$ cat src/rtl/prio_sel_pkg.sv
// Package: prio_sel_pkg
//
// Shared types and helpers for the prioritised select mux pipeline.
//   sel_mode_e : arbitration mode (fixed priority or round-robin)
//   next_idx   : modulo increment of a channel index, wrapping at n
package prio_sel_pkg;

  typedef enum logic {
    SEL_FIXED = 1'b0,
    SEL_RR    = 1'b1
  } sel_mode_e;

  // Channel index after idx, wrapping to 0 past the last channel. Works for
  // any n, not just powers of two.
  function automatic int unsigned next_idx(input int unsigned idx, input int unsigned n);
    return (idx == n - 1) ? 0 : idx + 1;
  endfunction

endpackage

$ cat src/rtl/prio_sel_arbiter.sv
// Module: prio_sel_arbiter
//
// One-hot arbiter over N_IN requesters, fixed priority or round-robin.
// Ports:
//   clk      in   clock, rising edge
//   reset    in   synchronous active-high reset (clears rr_ptr)
//   req      in   per-channel request
//   enable   in   arbitrate this cycle; no grant when low
//   mode     in   SEL_FIXED: lowest index wins; SEL_RR: first at/after rr_ptr
//   gnt      out  one-hot grant, or zero
//   gnt_idx  out  index of the granted channel (0 when no grant)
module prio_sel_arbiter
  import prio_sel_pkg::*;
#(
  parameter int unsigned N_IN  = 8,
  parameter int unsigned IDX_W = $clog2(N_IN)
) (
  input  logic             clk,
  input  logic             reset,
  input  logic [N_IN-1:0]  req,
  input  logic             enable,
  input  sel_mode_e        mode,
  output logic [N_IN-1:0]  gnt,
  output logic [IDX_W-1:0] gnt_idx
);

  logic [IDX_W-1:0] rr_ptr_q;
  logic [IDX_W-1:0] cand;
  logic             found;
  int unsigned      pos;

  // Scan channels starting at the base (0 in fixed mode, rr_ptr in RR mode),
  // folding the position back into [0, N_IN) so the pointer never leaves range.
  always_comb begin
    gnt     = '0;
    gnt_idx = '0;
    found   = 1'b0;
    pos     = 0;
    cand    = '0;
    if (enable) begin
      for (int unsigned k = 0; k < N_IN; k++) begin
        pos = (mode == SEL_RR) ? 32'(rr_ptr_q) + k : k;
        if (pos >= N_IN) begin
          pos = pos - N_IN;
        end
        cand = IDX_W'(pos);
        if (!found && req[cand]) begin
          found     = 1'b1;
          gnt[cand] = 1'b1;
          gnt_idx   = cand;
        end
      end
    end
  end

  // The pointer only advances on an actual grant; it moves past the winner.
  always_ff @(posedge clk) begin
    if (reset) begin
      rr_ptr_q <= '0;
    end else if (found) begin
      rr_ptr_q <= IDX_W'(next_idx(32'(gnt_idx), N_IN));
    end
  end

endmodule

$ cat src/rtl/prio_sel_mux_pipe.sv
// Module: prio_sel_mux_pipe
//
// N-way select mux with per-channel valid/ready inputs, an arbiter choosing one
// channel per cycle, and a one-entry registered output stage.
// Ports:
//   clk        in   clock, rising edge
//   reset      in   synchronous active-high reset
//   in_valid   in   per-channel request
//   in_data    in   channel i at bits [i*WIDTH +: WIDTH]
//   in_ready   out  one-hot or zero: accept for the granted channel
//   out_valid  out  output stage holds a word
//   out_data   out  selected word
//   out_idx    out  channel that supplied out_data
//   out_ready  in   downstream accept
module prio_sel_mux_pipe
  import prio_sel_pkg::*;
#(
  parameter int unsigned  WIDTH    = 11,
  parameter int unsigned  N_IN     = 8,
  parameter int unsigned  SEL_MODE = 0,
  localparam int unsigned IDX_W    = $clog2(N_IN)
) (
  input  logic                  clk,
  input  logic                  reset,
  input  logic [N_IN-1:0]       in_valid,
  input  logic [N_IN*WIDTH-1:0] in_data,
  output logic [N_IN-1:0]       in_ready,
  output logic                  out_valid,
  output logic [WIDTH-1:0]      out_data,
  output logic [IDX_W-1:0]      out_idx,
  input  logic                  out_ready
);

  localparam sel_mode_e Mode = (SEL_MODE == 1) ? SEL_RR : SEL_FIXED;

  logic             out_valid_q;
  logic [WIDTH-1:0] out_data_q;
  logic [IDX_W-1:0] out_idx_q;

  logic             stage_open;
  logic             arb_en;
  logic [N_IN-1:0]  gnt;
  logic [IDX_W-1:0] gnt_idx;
  logic [WIDTH-1:0] sel_data;

  assign stage_open = !out_valid_q || out_ready;
  // Gating with reset keeps in_ready low in reset cycles, so no transfer completes.
  assign arb_en     = stage_open && !reset;

  prio_sel_arbiter #(
    .N_IN  (N_IN),
    .IDX_W (IDX_W)
  ) u_arbiter (
    .clk     (clk),
    .reset   (reset),
    .req     (in_valid),
    .enable  (arb_en),
    .mode    (Mode),
    .gnt     (gnt),
    .gnt_idx (gnt_idx)
  );

  assign in_ready = gnt;

  // One-hot select: only the granted slice reaches sel_data, so X on other
  // channels cannot leak into the output.
  always_comb begin
    sel_data = '0;
    for (int unsigned i = 0; i < N_IN; i++) begin
      if (gnt[i]) begin
        sel_data = in_data[i*WIDTH +: WIDTH];
      end
    end
  end

  // A new grant overwrites a draining word in the same cycle (no bubble);
  // a drain without a grant clears valid but keeps the last data/index.
  always_ff @(posedge clk) begin
    if (reset) begin
      out_valid_q <= 1'b0;
      out_data_q  <= '0;
      out_idx_q   <= '0;
    end else if (stage_open) begin
      if (|gnt) begin
        out_valid_q <= 1'b1;
        out_data_q  <= sel_data;
        out_idx_q   <= gnt_idx;
      end else begin
        out_valid_q <= 1'b0;
      end
    end
  end

  assign out_valid = out_valid_q;
  assign out_data  = out_data_q;
  assign out_idx   = out_idx_q;

endmodule

$ cat config.mk
export PLATFORM = sky130hd
export DESIGN_NAME = prio_sel_mux_pipe
export DESIGN_NICKNAME = d
export VERILOG_FILES = /design/src/rtl/prio_sel_pkg.sv /design/src/rtl/prio_sel_arbiter.sv /design/src/rtl/prio_sel_mux_pipe.sv
export SDC_FILE = /design/constraint.sdc
export NUM_CORES = 1
export LEC_CHECK = 0
export CORE_ASPECT_RATIO = 0.7
export CORE_MARGIN = 5
export CORE_UTILIZATION = 28
export CTS_CLUSTER_DIAMETER = 150
export DETAILED_ROUTE_END_ITERATION = 16
export GPL_TIMING_DRIVEN = 0
export PLACE_DENSITY_LB_ADDON = 0.15
export SYNTH_ARGS = -nofsm -noshare
export SYNTH_HDL_FRONTEND = slang
export SYNTH_SLANG_ARGS = --single-unit
export TNS_END_PERCENT = 5
$ cat constraint.sdc
create_clock -name clk -period 1.5 [get_ports clk]
set_input_delay 0.15 -clock clk [delete_from_list [all_inputs] [get_ports clk]]
set_output_delay 0.15 -clock clk [all_outputs]
set_load 0.02 [all_outputs]
==> impl_metrics.toml, run 1 <==
[floorplan]
die_area_sq_um = 6210
coreArea_sq_um = 4450
die-width_um = 92.1
rows = 20
die-height_um = 67.4
initial_utilization_pct = 29.6
pin_count = 122

[sta]
relSlewSlack_pct = 66.8
tightestPinTransition_ps = 498
finalSetupViolCount = 16
fin_skew_ps = 1.82
layout_min_cycle_time_ps = 1630
holdWs_ps = 361
hold_viol = 0
post-route-period-util_pct = 109
grt_setup_unrepaired = "true"
slew_violations = 0
clock.fmax_ghz = 0.612
postLayoutSetupSlackWorst_ps = -135

[drt]
drt-total-wl_mm = 6.85
vias_per_cell = 5.46
wl_per_cell_um = 18.6
drc = 0
vias = 2014
drtIter0Drc = 107
detail-route-antenna-nets = 0
dr.pass1.iters = 4

[power_and_ir_drop]
p_leak_nw = 1.13
p_per_area_nw_per_um2 = 516
max-vdd-ir-drop_mv = 0.208
total_power_mw = 1.53

[clock_network]
worstSkewPairLatency_ps = 250
cts_buffers = 3
cts_sinks = 15
htreeDepth = 1
cts_root_buf = "clkbuf_8"
clk_path_buf_depth = 2
clk_pin_slew_ps = 60
cts_tree = "yes"

[final_layout]
register_area_sq_um = 302
mostFrequentLayoutCells = "clkdlybuf4s50_1, nand2_1, buf_4"
antenna_cells = 0
layout-drive-gt1-share_pct = 25.2
fill_cells = 387
nets = 414
area_growth_pct = 125
multi_input_area_sq_um = 1130
mostFrequentLayoutCell = "clkdlybuf4s50_1"
finalNonFillerCells = 369
fin_util_pct = 66.7

[worst_setup_path]
crit_chain = "buf_8, or4_4, nor3_4, buf_4, and3_4, buf_6"
r2r_cells = 5
worstSetupPathType = "input pin to output pin"
r2r-end = "out_data[6]$_SDFFE_PP0P_"
crit_path_max_incr_delay_ps = 570
reg2reg_slack_ps = -110
end_kind = "output pin"
cpMaxStageDelayCell = "or4_4"
r2r_start = "out_valid$_SDFFE_PP0N_"
required_ps = 1350
cpLargestDelayFamily = "simple AND/OR/NAND/NOR gates"
cp_data_arrival_time_ps = 1480
critPathMaxFanout = 4
cp-start-kind = "input pin"
crit_buf_inv = 3

[global_routing]
grt_max_degree = 11
antenna_found_initial = 0
grt_pass1_wl_mm = 10.2
grt_overflow = 0
grtUsageTotal_pct = 21.1
grt_pass1_vias = 2046

[synthesis]
avgSynthCellArea_sq_um = 7.33
netlist_instances = 180
ys_warn_count = 0
ys_types = 37
synth_area_sq_um = 1320
seq_area_frac_synth_pct = 22.7
synth_edf_count = 0
yosys_register_bits = 15
synth_ff_type = "dfxtp_1"
async_flop_share_pct = 0
synth_fp_nets = 279

[run]
max-cap-violations = 0

[placed_design]
globalplace.congestion = 0.815
dpl.cell_count = 354
io_buffers = 119
hpwl_mm = 5.35

[outcome]
outcome = "complete, but fails checks"
violations = "negative setup slack"

[hold_path]
holdPathStages = 3
hp-start = "in_valid[3]"
hp-class = "input pin to flop"
hold-path-endpoint = "out_idx[1]$_SDFFE_PP0P_"
==> Yosys cell counts (2+ instances only) <==
master | instances | area, sq um
nand2_1 | 30 | 113
a21oi_1 | 19 | 95.1
a221oi_1 | 18 | 158
dfxtp_1 | 15 | 300
nor2_1 | 11 | 41.3
o22ai_1 | 11 | 68.8
a22oi_1 | 10 | 75.1
clkbuf_1 | 8 | 30.0
a221o_1 | 7 | 70.1
o21ai_0 | 7 | 35.0
nor3_1 | 5 | 25.0
a22o_1 | 3 | 26.3
a2bb2oi_1 | 3 | 26.3
buf_2 | 3 | 15.0
buf_6 | 3 | 33.8
nor2b_1 | 3 | 18.8
a211oi_1 | 2 | 15.0
and3_2 | 2 | 15.0
nor4bb_1 | 2 | 20.0
==> cell families (layout without fill, tap and decap cells) <==
logic type / Yosys count / in the layout / synth area share, %
compound gates: 85 / 85 / 46.4
buf+inv: 17 / 151 / 6.82
flops: 15 / 15 / 22.7
simple gates: 63 / 63 / 24.0
==> per-layer routing <==
layer,vias up,global-route usage (%),share of wire [%]
met2,111,34.4,43
li1,983,-,-
met4,0,5.00,0.86
met3,7,6.12,12
met1,913,27.7,44
met5,-,0,0
==> through the flow <==
step | setup WS (ps) | area (sq um) | setup TNS [ps]
floorplan | -179 | 1350 | -1680
global placement | -1310 | 2610 | -20130
detailed placement | -1340 | 2610 | -21030
CTS | -111 | 2870 | -1080
global route | -192 | 2970 | -2350
finish | -135 | 2970 | -1250
==> registers in the layout (all words and copies together) (netlist names) <==
name       flops
out_idx        3
out_data      11
out_valid      1
==> timing repair <==
item	4_1_cts	5_1_grt
endpoints found under the setup margin	23	21
hold endpoints to repair	0	0
buffers inserted	12	3
gates resized for setup	99	23
pin swaps	21	6
hold buffers	0	0
==> how the worst max path moves through the flow <==
| stage | start | to | slack (ps) | cells past startpoint |
|---|---|---|---|---|
| after global placement | in_valid[1] | in_ready[6] | -1310 | 7 |
| after detailed placement | in_valid[1] | in_ready[6] | -1340 | 7 |
| after global routing | in_valid[0] | in_ready[2] | -190 | 6 |
| final | in_valid[1] | in_ready[7] | -130 | 6 |
| after CTS | in_valid[1] | in_ready[7] | -110 | 6 |
| after floorplan | in_valid[2] | out_data[0]$_SDFFE_PP0P_ | -180 | 7 |
==> tightest hold or removal path, delay by kind of cell <==
| kind | cells | cell delay, ps |
|---|---|---|
| buf+inv | 1 | 140 |
| compound gates | 2 | 280 |
==> area by class of cell <==
cell class	count	area share, %
sequential	15	10.2
timing repair buffer	134	43.9
buffer	11	3.75
tap	55	2.32
inverter	2	0.295
multi-input combinational	148	38.0
clock buffer	4	1.52
==> where the power goes <==
part	internal [mW]	total (mW)	leakage, nW	switching (mW)
Clock	0.189	0.343	0.0228	0.154
Sequential	0.434	0.453	0.124	0.0188
Combinational	0.433	0.738	0.987	0.306
Power figures use the tool's default switching activity.
==> run 2: changes to the inputs <==
- PLACE_DENSITY: unset -> 0.83
- PLACE_DENSITY_LB_ADDON: 0.15 -> unset
==> run 2 against run 1 <==
  * The flow still finishes with violations (negative setup slack)
  * Non-clock buffer count is the same
  * Worst setup slack worse by 15 ps
  * Combinational power hardly changed
  * Final cell count is the same
  * Core utilization is the same
  * Sequential power about the same
  * Maximum frequency fell by 0.92%
  * Register-to-register slack lost 40 ps
  * Critical path depth rose by 1
  * Final area did not move
  * Largest cell class unchanged
  * Largest power group unchanged
==> impl_metrics.toml, run 2 (synthesis results as in run 1) <==
[sta]
finalSetupViolCount = 14
clock.fmax_ghz = 0.606
hold_viol = 0
relSlewSlack_pct = 63.9
slew_violations = 0
post-route-period-util_pct = 110
tightestPinTransition_ps = 542
layout_min_cycle_time_ps = 1650
fin_skew_ps = 5.20
grt_setup_unrepaired = "true"
postLayoutSetupSlackWorst_ps = -150

[hold_path]
hold-path-endpoint = "out_idx[1]$_SDFFE_PP0P_"
hp-start = "in_valid[1]"
holdPathStages = 4
hp-class = "input pin to flop"

[worst_setup_path]
critPathMaxFanout = 6
end_kind = "flop"
cp_data_arrival_time_ps = 1780
r2r_start = "out_valid$_SDFFE_PP0N_"
r2r_cells = 7
reg2reg_slack_ps = -150
cp-start-kind = "flop"
worstSetupPathType = "flop to flop"
required_ps = 1630
r2r-end = "out_data[0]$_SDFFE_PP0P_"

[drt]
detail-route-antenna-nets = 0
wl_met2_mm = 3.07
wl_met1_mm = 3.05
drt-total-wl_mm = 6.97
drc = 0
drtIter0Drc = 56
top_layer = "met4"
wl_per_cell_um = 18.9
vias_per_cell = 5.51
wl_met3_um = 746
dr.pass1.iters = 4
vias = 2033

[power_and_ir_drop]
p_per_area_nw_per_um2 = 510
total_power_mw = 1.51
max-vdd-ir-drop_mv = 0.214
p_leak_nw = 1.13

[clock_network]
clk_path_buf_depth = 2
worstSkewPairLatency_ps = 240
htreeDepth = 1
cts_sinks = 15
cts_root_buf = "clkbuf_8"
cts_tree = "yes"
cts_hold_buffers = 0
clk_pin_slew_ps = 60
cts_buffers = 3

[global_routing]
grt_pass1_vias = 2042
grt_overflow = 0
grt_max_degree = 11
grtUsageTotal_pct = 21.7
antenna_found_initial = 0
grt_pass1_wl_mm = 10.5

[final_layout]
fin_util_pct = 66.7
mostFrequentLayoutCells = "clkdlybuf4s50_1, nand2_1, a21oi_1"
largest_reg_flops = 11
mostFrequentLayoutCell = "clkdlybuf4s50_1"
nets = 414
layout-drive-gt1-share_pct = 25.5
antenna_cells = 0
area_growth_pct = 125

[floorplan]
pin_count = 122
coreArea_sq_um = 4450
die-width_um = 92.1
rows = 20
initial_utilization_pct = 29.6
die-height_um = 67.4
die_area_sq_um = 6210

[outcome]
violations = "negative setup slack"
outcome = "complete, but fails checks"

[placed_design]
io_buffers = 119
hpwl_mm = 5.36
globalplace.congestion = 0.851

[run]
max-cap-violations = 0
[run 2: changes by cell type in the layout (fill, tap and decap cells not counted), moves of 2 or more]
cell / change
a22oi_2: +3
nand2_1: -2
buf_6: +3
a221oi_2: +2
nor2_4: -2
buf_4: -7
a22oi_1: -3
a221oi_1: -2
nor2_2: +2
[run 2: cell type report]
| type | instances | area [sq um] |
|---|---|---|
| Buffer | 12 | 111 |
| Clock buffer | 4 | 45.0 |
| Fill cell | 403 | 1480 |
| Inverter | 2 | 8.76 |
| Multi-Input combinational cell | 148 | 1130 |
| Sequential cell | 15 | 302 |
| Tap cell | 55 | 68.8 |
| Timing Repair Buffer | 133 | 1300 |
[run 2: power breakdown]
part | leakage [nW] | switching, mW | internal [mW]
sequential | 0.124 | 0.0189 | 0.434
clock | 0.0228 | 0.135 | 0.187
combinational | 0.983 | 0.309 | 0.431
total | 1.13 | 0.462 | 1.05
[run 2: routing by layer]
layer,track usage (%),vias up
met1,27.4,939
li1,-,988
met4,4.81,0
met3,8.24,6
met5,0,-
met2,35.6,100
[run 2: timing repair]
action                                  CTS  global route
gates cloned                              0             0
hold endpoints to repair                  0             0
resized for setup                       108             8
pin swaps                                24             3
endpoints found under the setup margin   23            21
setup buffers                            14             0
[run 2: stage by stage]
step	area (sq um)	hold slack, ps	TNS, ps	worst slack (ps)	cells
floorplan	1350	370	-1680	-179	180
CTS	2940	304	-997	-110	369
finish	2970	327	-1230	-150	369
detailed placement	2610	471	-20390	-1290	354
global placement	2610	443	-20170	-1300	354
global route	2970	344	-2270	-203	369
[run 2: worst max-delay path by stage]
stage / end / from / slack (ps)
floorplan: out_data[0]$_SDFFE_PP0P_ / in_valid[2] / -180
detailed placement: in_ready[6] / in_valid[1] / -1290
CTS: out_data[2]$_SDFFE_PP0P_ / out_valid$_SDFFE_PP0N_ / -110
finish: out_data[0]$_SDFFE_PP0P_ / out_valid$_SDFFE_PP0N_ / -150
global route: out_data[0]$_SDFFE_PP0P_ / out_valid$_SDFFE_PP0N_ / -200
global placement: in_ready[6] / in_valid[1] / -1300
[run 2: critical path: stages, from the launching register on]
cell and delay, ps:
dfxtp_2 320, nor2b_4 230, nor4bb_1 100, clkbuf_4 180, buf_4 150, a22oi_2 130, nand2_2 100, a221o_1 320
